File: config.mk
export PLATFORM = sky130hd
export DESIGN_NAME = uart_result_arbiter_flat
export DESIGN_NICKNAME = d
export VERILOG_FILES = /design/src/rtl/uart_result_arbiter_pkg.sv /design/src/rtl/uart_result_arbiter_if.sv /design/src/rtl/uart_result_arbiter_rr_grant.sv /design/src/rtl/uart_result_arbiter.sv /design/src/flat_wrapper.sv
export SDC_FILE = /design/constraint.sdc
export NUM_CORES = 1
export LEC_CHECK = 0
export ABC_CLOCK_PERIOD_IN_PS = 6150
export CORE_ASPECT_RATIO = 1.5
export CORE_MARGIN = 2
export CORE_UTILIZATION = 52
export DETAILED_ROUTE_END_ITERATION = 16
export HOLD_SLACK_MARGIN = 0.08
export MAX_ROUTING_LAYER = met4
export PLACE_DENSITY = 0.87
export SLEW_MARGIN = 20
export SYNTH_ARGS = -nofsm -noshare
export SYNTH_HDL_FRONTEND = slang
export SYNTH_SLANG_ARGS = --single-unit
File: constraint.sdc
create_clock -name clk -period 6.15 [get_ports clk]
set_input_delay 0.9225 -clock clk [delete_from_list [all_inputs] [get_ports clk]]
set_output_delay 0.9225 -clock clk [all_outputs]
set_load 0.02 [all_outputs]
File: src/rtl/uart_result_arbiter_pkg.sv
`default_nettype none
// ============================================================================
// Module      : uart_result_arbiter_pkg
// Description : Shared frame-format constants, FSM state type and width helper
//               for the UART result arbiter and the test sequencer.
// Revision    : 1.0 - initial release
// ============================================================================
package uart_result_arbiter_pkg;

    localparam int c_def_num_src     = 4;
    localparam int c_def_word_bytes  = 4;
    localparam int c_def_timeout_cyc = 65535;

    localparam logic [3:0] c_hdr_tag = 4'hA;

    typedef enum logic [2:0] {
        ST_IDLE      = 3'd0,
        ST_HDR       = 3'd1,
        ST_HDR_WAIT  = 3'd2,
        ST_BYTE      = 3'd3,
        ST_BYTE_WAIT = 3'd4
    } state_e;

    // Index width for n items, never narrower than one bit.
    function automatic int src_w(input int n);
        return (n > 2) ? $clog2(n) : 1;
    endfunction

endpackage
`default_nettype wire

File: src/rtl/uart_result_arbiter_if.sv
`default_nettype none
// ============================================================================
// Module      : uart_result_arbiter_if
// Description : Producer request/data bundle plus the UART byte handshake.
// Revision    : 1.0 - initial release
// ============================================================================
interface uart_result_arbiter_if
    import uart_result_arbiter_pkg::*;
#(
    parameter int NUM_SRC    = c_def_num_src,
    parameter int WORD_BYTES = c_def_word_bytes
);

    localparam int c_src_w = src_w(NUM_SRC);

    logic [NUM_SRC-1:0]              req;
    logic [NUM_SRC*WORD_BYTES*8-1:0] data;
    logic [NUM_SRC-1:0]              ack;
    logic                            start_tx;
    logic [7:0]                      tx_data;
    logic                            txFinish;
    logic                            busy;
    logic [c_src_w-1:0]              cur_src;
    logic                            err;

    modport slave (
        input  req, data, txFinish,
        output ack, start_tx, tx_data, busy, cur_src, err
    );

    modport master (
        output req, data, txFinish,
        input  ack, start_tx, tx_data, busy, cur_src, err
    );

endinterface
`default_nettype wire

File: src/rtl/uart_result_arbiter_rr_grant.sv
`default_nettype none
// ============================================================================
// Module      : rr_grant
// Description : Combinational round-robin picker: first set request at or
//               above the pointer, wrapping around.
// Revision    : 1.0 - initial release
// ============================================================================
module rr_grant
    import uart_result_arbiter_pkg::*;
#(
    parameter  int NUM_SRC = c_def_num_src,
    localparam int SRC_W   = src_w(NUM_SRC)
) (
    input  logic [NUM_SRC-1:0] req_i,
    input  logic [SRC_W-1:0]   ptr_i,
    output logic [SRC_W-1:0]   grant_o,
    output logic               any_req_o
);

    localparam logic [SRC_W:0] c_num = (SRC_W+1)'(NUM_SRC);

    logic [NUM_SRC-1:0] w_rot;
    logic [SRC_W-1:0]   w_off;
    logic [SRC_W:0]     w_sum;

    always_comb begin
        w_rot     = NUM_SRC'({req_i, req_i} >> ptr_i);
        w_off     = '0;
        any_req_o = 1'b0;
        // Scan downward so the lowest rotated offset is the last one written.
        for (int i = NUM_SRC - 1; i >= 0; i--) begin
            if (w_rot[i]) begin
                w_off     = SRC_W'(i);
                any_req_o = 1'b1;
            end
        end
        w_sum = {1'b0, ptr_i} + {1'b0, w_off};
        if (w_sum >= c_num) begin
            w_sum = w_sum - c_num;
        end
        grant_o = w_sum[SRC_W-1:0];
    end

endmodule
`default_nettype wire

File: src/rtl/uart_result_arbiter.sv
`default_nettype none
// ============================================================================
// Module      : uart_result_arbiter
// Description : Round-robin sharing of one UART byte transmitter; each granted
//               word goes out as a source header followed by its bytes MSB first.
// Revision    : 1.0 - initial release
// ============================================================================
module uart_result_arbiter
    import uart_result_arbiter_pkg::*;
#(
    parameter int NUM_SRC     = c_def_num_src,
    parameter int WORD_BYTES  = c_def_word_bytes,
    parameter int TIMEOUT_CYC = c_def_timeout_cyc
) (
    input  logic                 clk,
    input  logic                 rst,
    uart_result_arbiter_if.slave bus
);

    localparam int c_src_w  = src_w(NUM_SRC);
    localparam int c_word_w = WORD_BYTES * 8;
    localparam int c_cnt_w  = src_w(WORD_BYTES);

    localparam logic [c_src_w-1:0] c_last_src  = c_src_w'(NUM_SRC - 1);
    localparam logic [c_cnt_w-1:0] c_last_byte = c_cnt_w'(WORD_BYTES - 1);
    localparam bit                 c_tmo_en    = (TIMEOUT_CYC != 0);
    localparam logic [31:0]        c_tmo_last  = 32'(TIMEOUT_CYC - 1);

    state_e                state_q;
    logic [c_src_w-1:0]    ptr_q;
    logic [NUM_SRC-1:0]    ack_q;
    logic                  start_tx_q;
    logic [7:0]            tx_data_q;
    logic                  busy_q;
    logic [c_src_w-1:0]    cur_src_q;
    logic                  err_q;
    logic [c_cnt_w-1:0]    byte_cnt_q;
    logic [31:0]           tmo_q;
    logic [c_word_w-1:0]   buf_q;

    logic [c_word_w-1:0]   w_words [NUM_SRC];
    logic [c_src_w-1:0]    w_grant;
    logic                  w_any_req;
    logic [c_src_w-1:0]    w_ptr_next;
    logic                  w_tmo_hit;
    logic [7:0]            w_msb_byte;

    for (genvar gi = 0; gi < NUM_SRC; gi++) begin : g_unpack
        assign w_words[gi] = bus.data[gi*c_word_w +: c_word_w];
    end

    rr_grant #(
        .NUM_SRC (NUM_SRC)
    ) u_rr_grant (
        .req_i     (bus.req),
        .ptr_i     (ptr_q),
        .grant_o   (w_grant),
        .any_req_o (w_any_req)
    );

    assign w_ptr_next = (w_grant == c_last_src) ? '0 : w_grant + c_src_w'(1);
    assign w_tmo_hit  = c_tmo_en && (tmo_q == c_tmo_last);
    assign w_msb_byte = buf_q[c_word_w-1 -: 8];

    // Each start_tx is raised on the transition into HDR/BYTE so that the
    // pulse is visible during the cycle the FSM spends in that state.
    always_ff @(posedge clk) begin
        if (rst) begin
            state_q    <= ST_IDLE;
            ptr_q      <= '0;
            ack_q      <= '0;
            start_tx_q <= 1'b0;
            tx_data_q  <= '0;
            busy_q     <= 1'b0;
            cur_src_q  <= '0;
            err_q      <= 1'b0;
            byte_cnt_q <= '0;
            tmo_q      <= '0;
            buf_q      <= '0;
        end else begin
            ack_q      <= '0;
            start_tx_q <= 1'b0;
            err_q      <= 1'b0;
            case (state_q)
                ST_IDLE: begin
                    if (w_any_req) begin
                        buf_q          <= w_words[w_grant];
                        ack_q[w_grant] <= 1'b1;
                        busy_q         <= 1'b1;
                        cur_src_q      <= w_grant;
                        ptr_q          <= w_ptr_next;
                        start_tx_q     <= 1'b1;
                        tx_data_q      <= {c_hdr_tag, 4'(w_grant)};
                        state_q        <= ST_HDR;
                    end
                end
                ST_HDR: begin
                    tmo_q   <= '0;
                    state_q <= ST_HDR_WAIT;
                end
                ST_HDR_WAIT: begin
                    if (bus.txFinish) begin
                        byte_cnt_q <= '0;
                        start_tx_q <= 1'b1;
                        tx_data_q  <= w_msb_byte;
                        buf_q      <= buf_q << 8;
                        state_q    <= ST_BYTE;
                    end else if (w_tmo_hit) begin
                        err_q     <= 1'b1;
                        busy_q    <= 1'b0;
                        cur_src_q <= '0;
                        state_q   <= ST_IDLE;
                    end else begin
                        tmo_q <= tmo_q + 32'd1;
                    end
                end
                ST_BYTE: begin
                    tmo_q   <= '0;
                    state_q <= ST_BYTE_WAIT;
                end
                ST_BYTE_WAIT: begin
                    if (bus.txFinish) begin
                        if (byte_cnt_q == c_last_byte) begin
                            busy_q    <= 1'b0;
                            cur_src_q <= '0;
                            state_q   <= ST_IDLE;
                        end else begin
                            byte_cnt_q <= byte_cnt_q + c_cnt_w'(1);
                            start_tx_q <= 1'b1;
                            tx_data_q  <= w_msb_byte;
                            buf_q      <= buf_q << 8;
                            state_q    <= ST_BYTE;
                        end
                    end else if (w_tmo_hit) begin
                        err_q     <= 1'b1;
                        busy_q    <= 1'b0;
                        cur_src_q <= '0;
                        state_q   <= ST_IDLE;
                    end else begin
                        tmo_q <= tmo_q + 32'd1;
                    end
                end
                default: begin
                    state_q <= ST_IDLE;
                end
            endcase
        end
    end

    assign bus.ack      = ack_q;
    assign bus.start_tx = start_tx_q;
    assign bus.tx_data  = tx_data_q;
    assign bus.busy     = busy_q;
    assign bus.cur_src  = cur_src_q;
    assign bus.err      = err_q;

endmodule
`default_nettype wire

File: src/flat_wrapper.sv
// flat-port wrapper written by rule: the top's interface ports become plain ports
module uart_result_arbiter_flat import uart_result_arbiter_pkg::*;
#(
    parameter int NUM_SRC     = c_def_num_src,
    parameter int WORD_BYTES  = c_def_word_bytes,
    parameter int TIMEOUT_CYC = c_def_timeout_cyc
)
  (clk, rst, bus_req, bus_data, bus_txFinish, bus_ack, bus_start_tx, bus_tx_data, bus_busy, bus_cur_src, bus_err);
  uart_result_arbiter_if #(.NUM_SRC(NUM_SRC), .WORD_BYTES(WORD_BYTES)) bus_i ();
  input  logic clk;
  input  logic rst;
  input wire logic [$bits(bus_i.req)-1:0] bus_req;
  input wire logic [$bits(bus_i.data)-1:0] bus_data;
  input wire logic [$bits(bus_i.txFinish)-1:0] bus_txFinish;
  output wire logic [$bits(bus_i.ack)-1:0] bus_ack;
  output wire logic [$bits(bus_i.start_tx)-1:0] bus_start_tx;
  output wire logic [$bits(bus_i.tx_data)-1:0] bus_tx_data;
  output wire logic [$bits(bus_i.busy)-1:0] bus_busy;
  output wire logic [$bits(bus_i.cur_src)-1:0] bus_cur_src;
  output wire logic [$bits(bus_i.err)-1:0] bus_err;
  assign bus_i.req = bus_req;
  assign bus_i.data = bus_data;
  assign bus_i.txFinish = bus_txFinish;
  assign bus_ack = bus_i.ack;
  assign bus_start_tx = bus_i.start_tx;
  assign bus_tx_data = bus_i.tx_data;
  assign bus_busy = bus_i.busy;
  assign bus_cur_src = bus_i.cur_src;
  assign bus_err = bus_i.err;
  uart_result_arbiter #(.NUM_SRC(NUM_SRC), .WORD_BYTES(WORD_BYTES), .TIMEOUT_CYC(TIMEOUT_CYC)) u_core (.clk(clk), .rst(rst), .bus(bus_i));
endmodule
* Yosys cells after proc, flatten, opt, wreduce, memory -nomap -nowiden
Index checks and enable logic that the tools add are counted.
** Word-level totals
- Flip-flop bits (word level) :: 88
- Input bits :: 135
- Output and inout bits :: 17
- Word-level logic and storage cells :: 110
** Operators by class
- $add $sub $neg :: 5
- $lt $le $gt $ge :: 4
- Equal/unequal tests :: 15
- Shifts and indexed selects :: 1
- Muxes and demuxes :: 56
- Bitwise gates (word level) :: 4
- Reduce and logical (&&, ||, !) cells :: 14
** Operators with widths (number)
- two-way mux 32 bit :: 8
- case mux 32 bit (3 select lines) :: 1
- binary-select mux 32 bit (select 2 bit) :: 1
- case mux 32 bit (2 select lines) :: 1
- adder 32 x 1 -> 32 bit (second input constant) :: 1
- == test 32 x 16 -> 1 bit (second input constant) :: 1
- two-way mux 8 bit :: 4
- two-way mux 2 bit :: 15
- case mux 8 bit (3 select lines) :: 1
- two-way mux 1 bit :: 15
- case mux 3 bit (5 select lines) :: 1
- != test 2 bit (second input constant) :: 7
- two-way mux 3 bit :: 4
- AND reduction 4 bit :: 2
- >> shifter 8 x 2 -> 4 bit :: 1
- == test 3 x 2 -> 1 bit (second input constant) :: 2
- greater-or-equal comparator 3 bit (second input constant) :: 2
- case mux 1 bit (3 select lines) :: 2
- case mux 2 bit (3 select lines) :: 1
- OR reduction 3 bit :: 2
- AND reduction 5 bit :: 1
- adder 2 x 1 -> 2 bit (second input constant) :: 2
- == test 2 bit (second input constant) :: 2
- case mux 2 bit (2 select lines) :: 1
- other kinds (17) :: 21

* Depth between registers and ports, before layout
Gate-level depths: netlist of the first run.
- Depth in word-level cells :: 14
- Depth in mapped cells :: 13
- Gate-level depth less buffers :: 11

* Cells and area by module
Synthesis of the first run repeated with hierarchy kept, for this count alone.
** Second synthesis, totals
- Cell total of the unflattened synthesis :: 503
- Area total of the unflattened synthesis :: 4864.7 um^2
** Modules (own cells, without submodules)
- uart_result_arbiter :: times used 1, cells each 480, area an instance 4684.5 um^2, seq. area each 1761.7 um^2
- rr_grant :: times used 1, cells each 23, area an instance 180.2 um^2, seq. area each 0.0 um^2

* Worst setup path after synthesis of the first run
Ideal clock, no wire load.
- Path kind :: input -> register
- Start :: in bus_req[0]
- End :: reg u_core.buf_q[10]
- Library setup time :: 114 ps
- Arrival time :: 3670 ps
- Required time :: 6036 ps
- Slack :: 2366 ps
- Stages on the path :: 9
- Buffers on the path :: 3
- Cell sequence :: clkbuf_1 -> nor2_1 -> a221oi_1 -> o21ai_0 -> ha_1 -> clkbuf_1 -> clkbuf_1 -> mux4_2 -> a21o_1
** Between the ends
- Cells in the longest elaborated chain, start to end :: 14
- Elaborated cells on any way between the ends :: 21
- Those cells by class :: add/sub (2); order compare (1); eq/ne (1); shift (1); mux (14); bitwise (1); reduce/logical (1)
** RTL lines
- start, declared :: line flat_wrapper.sv:12 : input wire logic [$bits(bus_i.req)-1:0] bus_req;
- >> shifter 8 x 2 -> 4 bit * :: line uart_result_arbiter_rr_grant.sv:27 : w_rot = NUM_SRC'({req_i, req_i} >> ptr_i);
- two-way mux 2 bit (4 in a row) :: line uart_result_arbiter_rr_grant.sv:32 : if (w_rot[i]) begin
- adder 2 x 2 -> 3 bit :: line uart_result_arbiter_rr_grant.sv:37 : w_sum = {1'b0, ptr_i} + {1'b0, w_off};
- greater-or-equal comparator 3 bit / subtractor 2 x 1 -> 2 bit (equally long branches) :: line uart_result_arbiter_rr_grant.sv:38, uart_result_arbiter_rr_grant.sv:39
- two-way mux 2 bit :: line uart_result_arbiter_rr_grant.sv:38 : if (w_sum >= c_num) begin
- inverter 2 -> 3 bit (not written as such) :: line uart_result_arbiter.sv:87 : buf_q <= w_words[w_grant];
- binary-select mux 32 bit (select 2 bit) :: line uart_result_arbiter.sv:87
- two-way mux 32 bit (not written as such) (2 in a row) :: line uart_result_arbiter.sv:87
- two-way mux 32 bit :: line uart_result_arbiter.sv:86 : if (w_any_req) begin
- case mux 32 bit (3 select lines) :: line uart_result_arbiter.sv:84 : case (state_q)
- end signal, assigned :: line uart_result_arbiter.sv:87
- end signal, assigned :: line uart_result_arbiter.sv:106 : buf_q <= buf_q << 8;
- end signal, assigned :: line uart_result_arbiter.sv:131 : buf_q <= buf_q << 8;
- end, declared :: line uart_result_arbiter.sv:39 : logic [c_word_w-1:0] buf_q;
Every way passes the cells marked *; elsewhere a longest branch is shown, timed or not. The select of a mux whose other input is x is not followed.
A chain may end at the register's enable or synchronous reset.

* Worst setup path in the final report of the first run
- Start :: in bus_req[3]
- End :: reg u_core.buf_q[1]
Same word-level chain as after synthesis.

==> impl_metrics.json, run 1 <==
{
  "grt_max_degree": 44,
  "syn-num-nets": 709,
  "cts_buffers": 9,
  "fmax_mhz": 253,
  "ys_ff_latch": 88,
  "insertion_delay_ns": 0.35,
  "final.setup_skew_ns": 0.00966,
  "p_int_mw": 1.74,
  "drv_slew": 0,
  "cp_slowest_cell": "xor2_4",
  "rsz0062_at_grt": "false",
  "vias": 5138,
  "regToRegSetupSlack_ns": 2.86,
  "wl_mm": 15.0,
  "post_cts_buffers": 0,
  "cp_num_buf_inv": 3,
  "drt_iter0_drc": 398,
  "die_w_um": 84.7,
  "crit_path_end_kind": "register",
  "numPortBuffers": 151,
  "dr.pass1.iters": 5,
  "cts.clk_slew.worst_paths_ns": 0.07,
  "critPathKind": "in -> reg",
  "syn_inst": 566,
  "drtAntennaViolNets": 0,
  "crit_path_start_kind": "input port",
  "crit_chain": "clkdlybuf4s50_1 -> inv_1 -> o311a_1 -> o21ai_0 -> ha_2 -> xnor2_1 -> xor2_4 -> buf_4 -> mux2i_1 -> o221ai_1",
  "avgSynthCellArea_um2": 8.98,
  "fin_crit_ns": 3.96,
  "netlist_area_um2": 5080,
  "diodes": 0,
  "yosys.area.top_type": "dfxtp_1",
  "dieArea_um2": 10600,
  "synth_cell_type_count": 56,
  "postCtsResizedCells": 0,
  "fillCellCount": 661,
  "final-setup-viol-count": 0,
  "total_power_mw": 2.67,
  "dp_hpwl_mm": 11.2,
  "clockRootBuffer": "clkbuf_16",
  "clockBufferDepth": 2,
  "core_um2": 9580,
  "final_cells": 813,
  "cts_sinks": 88,
  "grt_use_total": 0.292,
  "critPathTopFamily": "XOR/XNOR gates",
  "synth-async-reset-ratio": 0,
  "synth_edf_count": 0,
  "required_ns": 6.36,
  "finalCritPeriodShare": 0.643,
  "rows": 44,
  "setup_tns_ns": 0,
  "finalNetCount": 836,
  "drc": 0,
  "wire_per_inst_um": 18.5,
  "tightest_slew_ns": 1.11,
  "pre_cts_ws_ns": 1.82,
  "synthFlopType": "dfxtp_1",
  "initial_core_util": 0.531,
  "placed_area_um2": 6650,
  "final_cell_mix": "clkdlybuf4s50_1 (151), dfxtp_1 (88), nand2_1 (63)",
  "p_sw_frac": 0.347,
  "grt_antenna_before_repair": 0,
  "seq_area_frac_synth": 0.347,
  "place_inst": 797,
  "gp_congestion": 0.845,
  "power_per_cell_area_nw_per_um2": 381,
  "cts_hold_buf": 0,
  "cap_violations": 0,
  "grt_pass1_vias": 5266,
  "hold_viol": 0,
  "cp_max_fo": 34,
  "netlist.area_leader.share": 0.347,
  "power_leakage_nw": 2.74,
  "cts_tree": "done",
  "htreeDepth": 3,
  "relSlewSlack": 0.259,
  "outcome": "completed",
  "ys_warn_count": 0,
  "drive_gt1_frac": 0.0946,
  "p_sw_mw": 0.924,
  "p_clk_frac": 0.241,
  "io_pins": 152,
  "die_h_um": 125,
  "syn_to_final_growth_pct": 37.9,
  "ys_top_cells_by_area": "dfxtp_1 (35%), mux4_2 (11%), mux2i_1 (7.1%)",
  "overflow": 0,
  "ir_drop_mv": 0.331,
  "mostFrequentLayoutCell": "clkdlybuf4s50_1",
  "seq_power_share": 0.304,
  "pwr-share-comb": 0.455,
  "cp.arrival_ns": 4.16,
  "utilization": 0.731,
  "viasPerCell": 6.32,
  "whs_ns": 0.471,
  "final_cell_area_um2": 7010,
  "fin_ws_ns": 2.19,
  "grt_pass1_wl_mm": 24.3,
  "hp-class": "reg -> reg",
  "slowest_delay_ns": 0.88
}
==> synth_stat cells (all sizes together), types with 2 or more instances <==
library cell,instances
nand4,12
clkbuf,34
xnor2,9
o41ai,7
o21ai,17
nor2,54
and2,7
nor3,12
nand3,28
mux4,24
a21o,26
buf,8
nor2b,3
nand2,63
mux2,2
nor4,10
or4,6
mux2i,36
or3,7
a31oi,8
o211ai,8
a211oi,6
a22o,4
nor3b,2
ha,8
o221ai,8
a21oi,18
nand2b,9
a31o,5
o32ai,2
dfxtp,88
a41o,7
inv,10
==> power groups by stage <==
stage                     sequential [mW]  combinational, mW  clock, mW
final                               0.811               1.21      0.642
after detailed placement            0.818               1.20          0
after floorplan                     0.811              0.854          0
after global routing                0.821               1.30      0.670
after global placement              0.810               1.16          0
after CTS                           0.808               1.21      0.643
==> worst paths after layout <==
kind              cells after the start                            endpoint                           from
hold / removal                        1  u_core.bus.tx_data[3]$_SDFFE_PP0P_  u_core.buf_q[27]$_SDFFE_PP0P_
setup / recovery                     10        u_core.buf_q[1]$_SDFFE_PP0P_                     bus_req[3]
setup reg to reg                      9        u_core.buf_q[1]$_SDFFE_PP0P_   u_core.ptr_q[0]$_SDFFE_PP0P_
hold reg to reg                       1  u_core.bus.tx_data[3]$_SDFFE_PP0P_  u_core.buf_q[27]$_SDFFE_PP0P_
==> metal layers <==
layer	vias to the layer above	track usage	routed length, µm
li1	2371	-	-
met1	2415	0.297	5240
met2	282	0.524	8110
met3	70	0.0383	883
met4	0	0.173	785
met5	-	-	0
==> registers in the layout, indices dropped and copies added, names as in the netlist, 2 cells and up <==
register            count
u_core.buf_q           32
u_core.tmo_q           32
u_core.bus.tx_data      8
u_core.bus.ack          4
u_core.state_q          3
u_core.bus.cur_src      2
u_core.byte_cnt_q       2
u_core.ptr_q            2
==> cell type report <==
type / instances / area [µm²] / share of cell area
clock inverters: 6 / 113 / 0.0161
inverters: 11 / 41.3 / 0.00589
well taps: 115 / 144 / 0.0205
repair buffers: 158 / 1560 / 0.223
flip-flops and latches: 88 / 1760 / 0.251
multi-input cells: 425 / 3140 / 0.449
clock buffers: 10 / 239 / 0.0341
==> cell families after synthesis <==
family                     Yosys count  synth area share
DFF                                 88             0.347
xor gates and xnor gates            10            0.0172
and+or+nand+nor                    217             0.205
buffers and inverters               53            0.0423
adders and majority gates            8            0.0197
muxes                               62             0.182
AOI/OAI and AO/OA                  128             0.188
No activity file was read; power rests on OpenSTA's default activity.
==> inputs of run 2 (changes only) <==
Settings changed: ABC_CLOCK_PERIOD_IN_PS 6150 to 3450, CORE_UTILIZATION 52 to 43, PLACE_DENSITY 0.87 to 0.77.
Clock period 6.15 ns to 3.45 ns, I/O delays scaled along.
==> impl_metrics.json, run 2 (synthesis results as in run 1) <==
{
  "outcome": "completed",
  "cp_slowest_cell": "clkdlybuf4s50_1",
  "final-setup-viol-count": 0,
  "slowest_delay_ns": 0.63,
  "p_sw_frac": 0.344,
  "critPathKind": "in -> reg",
  "pre_cts_ws_ns": 0.170,
  "grt_antenna_before_repair": 0,
  "postCtsResizedCells": 0,
  "final_cell_area_um2": 7090,
  "syn_to_final_growth_pct": 39.4,
  "diodes": 0,
  "htreeDepth": 3,
  "dp_hpwl_mm": 11.2,
  "post_cts_buffers": 0,
  "die_w_um": 92.8,
  "cap_violations": 0,
  "placed_area_um2": 6780,
  "initial_core_util": 0.441,
  "numPortBuffers": 151,
  "cts_hold_buf": 0,
  "rsz0062_at_grt": "false",
  "relSlewSlack": 0.451,
  "cts_tree": "done",
  "total_power_mw": 4.64,
  "insertion_delay_ns": 0.34,
  "drtAntennaViolNets": 0,
  "gp_congestion": 0.887,
  "fin_ws_ns": 0.518,
  "finalCritPeriodShare": 0.850,
  "seq_power_share": 0.314,
  "viasPerCell": 5.76,
  "fmax_mhz": 341,
  "hold_viol": 0,
  "overflow": 0,
  "p_int_mw": 3.04,
  "hp-class": "reg -> reg",
  "pwr-share-comb": 0.470,
  "seq_area_um2": 1760,
  "dr.pass1.iters": 4,
  "final_cell_mix": "clkdlybuf4s50_1 (151), dfxtp_1 (88), nand2_1 (63)",
  "crit_chain": "clkdlybuf4s50_1 -> nor2_1 -> a221oi_1 -> o21ai_0 -> ha_2 -> xnor2_1 -> xor2_4 -> buf_12 -> mux4_2 -> a21o_1",
  "cts_buffers": 9,
  "fin_crit_ns": 2.93,
  "setup_tns_ns": 0,
  "cts_sinks": 88,
  "crit_path_start_kind": "input port",
  "drive_gt1_frac": 0.103,
  "whs_ns": 0.465,
  "tightest_slew_ns": 0.817,
  "p_sw_mw": 1.60,
  "crit_path_end_kind": "register",
  "grt_max_degree": 40,
  "final.setup_skew_ns": 0.00805,
  "grt_pass1_vias": 4979,
  "die_h_um": 137,
  "grt_pass1_wl_mm": 22.4,
  "multi_input_comb_area_um2": 3130,
  "ir_drop_mv": 0.348,
  "clockRootBuffer": "clkbuf_16",
  "drv_slew": 0,
  "cts.clk_slew.worst_paths_ns": 0.07,
  "io_pins": 152,
  "mostFrequentLayoutCell": "clkdlybuf4s50_1",
  "cp.arrival_ns": 3.17,
  "power_per_cell_area_nw_per_um2": 655,
  "drt_iter0_drc": 198,
  "grt_use_total": 0.232,
  "required_ns": 3.69,
  "fillCellCount": 967,
  "utilization": 0.615,
  "finalNetCount": 845,
  "place_inst": 841,
  "wl_mm": 14.3,
  "dieArea_um2": 12700,
  "final_cells": 857,
  "drc": 0,
  "core_um2": 11500,
  "wire_per_inst_um": 16.7,
  "clockBufferDepth": 2,
  "rows": 48,
  "p_clk_frac": 0.216,
  "cp_max_fo": 32,
  "power_leakage_nw": 2.77,
  "vias": 4936
}
==> run 2: power by group through the flow <==
stage	registers (mW)	clock network [mW]	logic, mW
2_1_floorplan	1.45	0	1.52
3_5_place_dp	1.47	0	2.19
4_1_cts	1.45	1.02	2.20
5_1_grt	1.47	1.06	2.37
6_report	1.46	1.00	2.18
3_3_place_gp	1.47	0	2.13
==> run 2: critical path, delay by kind of cell <==
kind / cells / cell delay, ns
mux: 1 / 0.33
simple gates: 1 / 0.07
compound gates: 3 / 0.58
buf+inv: 2 / 0.87
xor+xnor: 2 / 0.59
fa+ha+maj: 1 / 0.19
==> run 2: final cells by class <==
type,count,share of cell area
multi-input combinational,425,0.442
sequential,88,0.249
timing repair buffer,167,0.234
clock buffer,12,0.0362
tap,150,0.0265
clock inverter,4,0.00724
inverter,11,0.00583
==> run 2: routing by layer <==
metal,vias to the layer above,global-route usage,share of wire
met5,-,-,0
met4,0,0.104,0.027
met3,26,0.0391,0.054
met2,171,0.445,0.56
met1,2345,0.223,0.36
li1,2394,-,-
==> run 2: path summary, 6_finish.rpt <==
path | slack (ns) | endpoint | from | cells after the start
max reg2reg | 0.77 | u_core.buf_q[22]$_SDFFE_PP0P_ | u_core.ptr_q[0]$_SDFFE_PP0P_ | 9
min | 0.47 | u_core.tmo_q[9]$_SDFFE_PP0P_ | u_core.tmo_q[9]$_SDFFE_PP0P_ | 1
min reg2reg | 0.47 | u_core.tmo_q[9]$_SDFFE_PP0P_ | u_core.tmo_q[9]$_SDFFE_PP0P_ | 1
max | 0.52 | u_core.buf_q[22]$_SDFFE_PP0P_ | bus_req[0] | 10
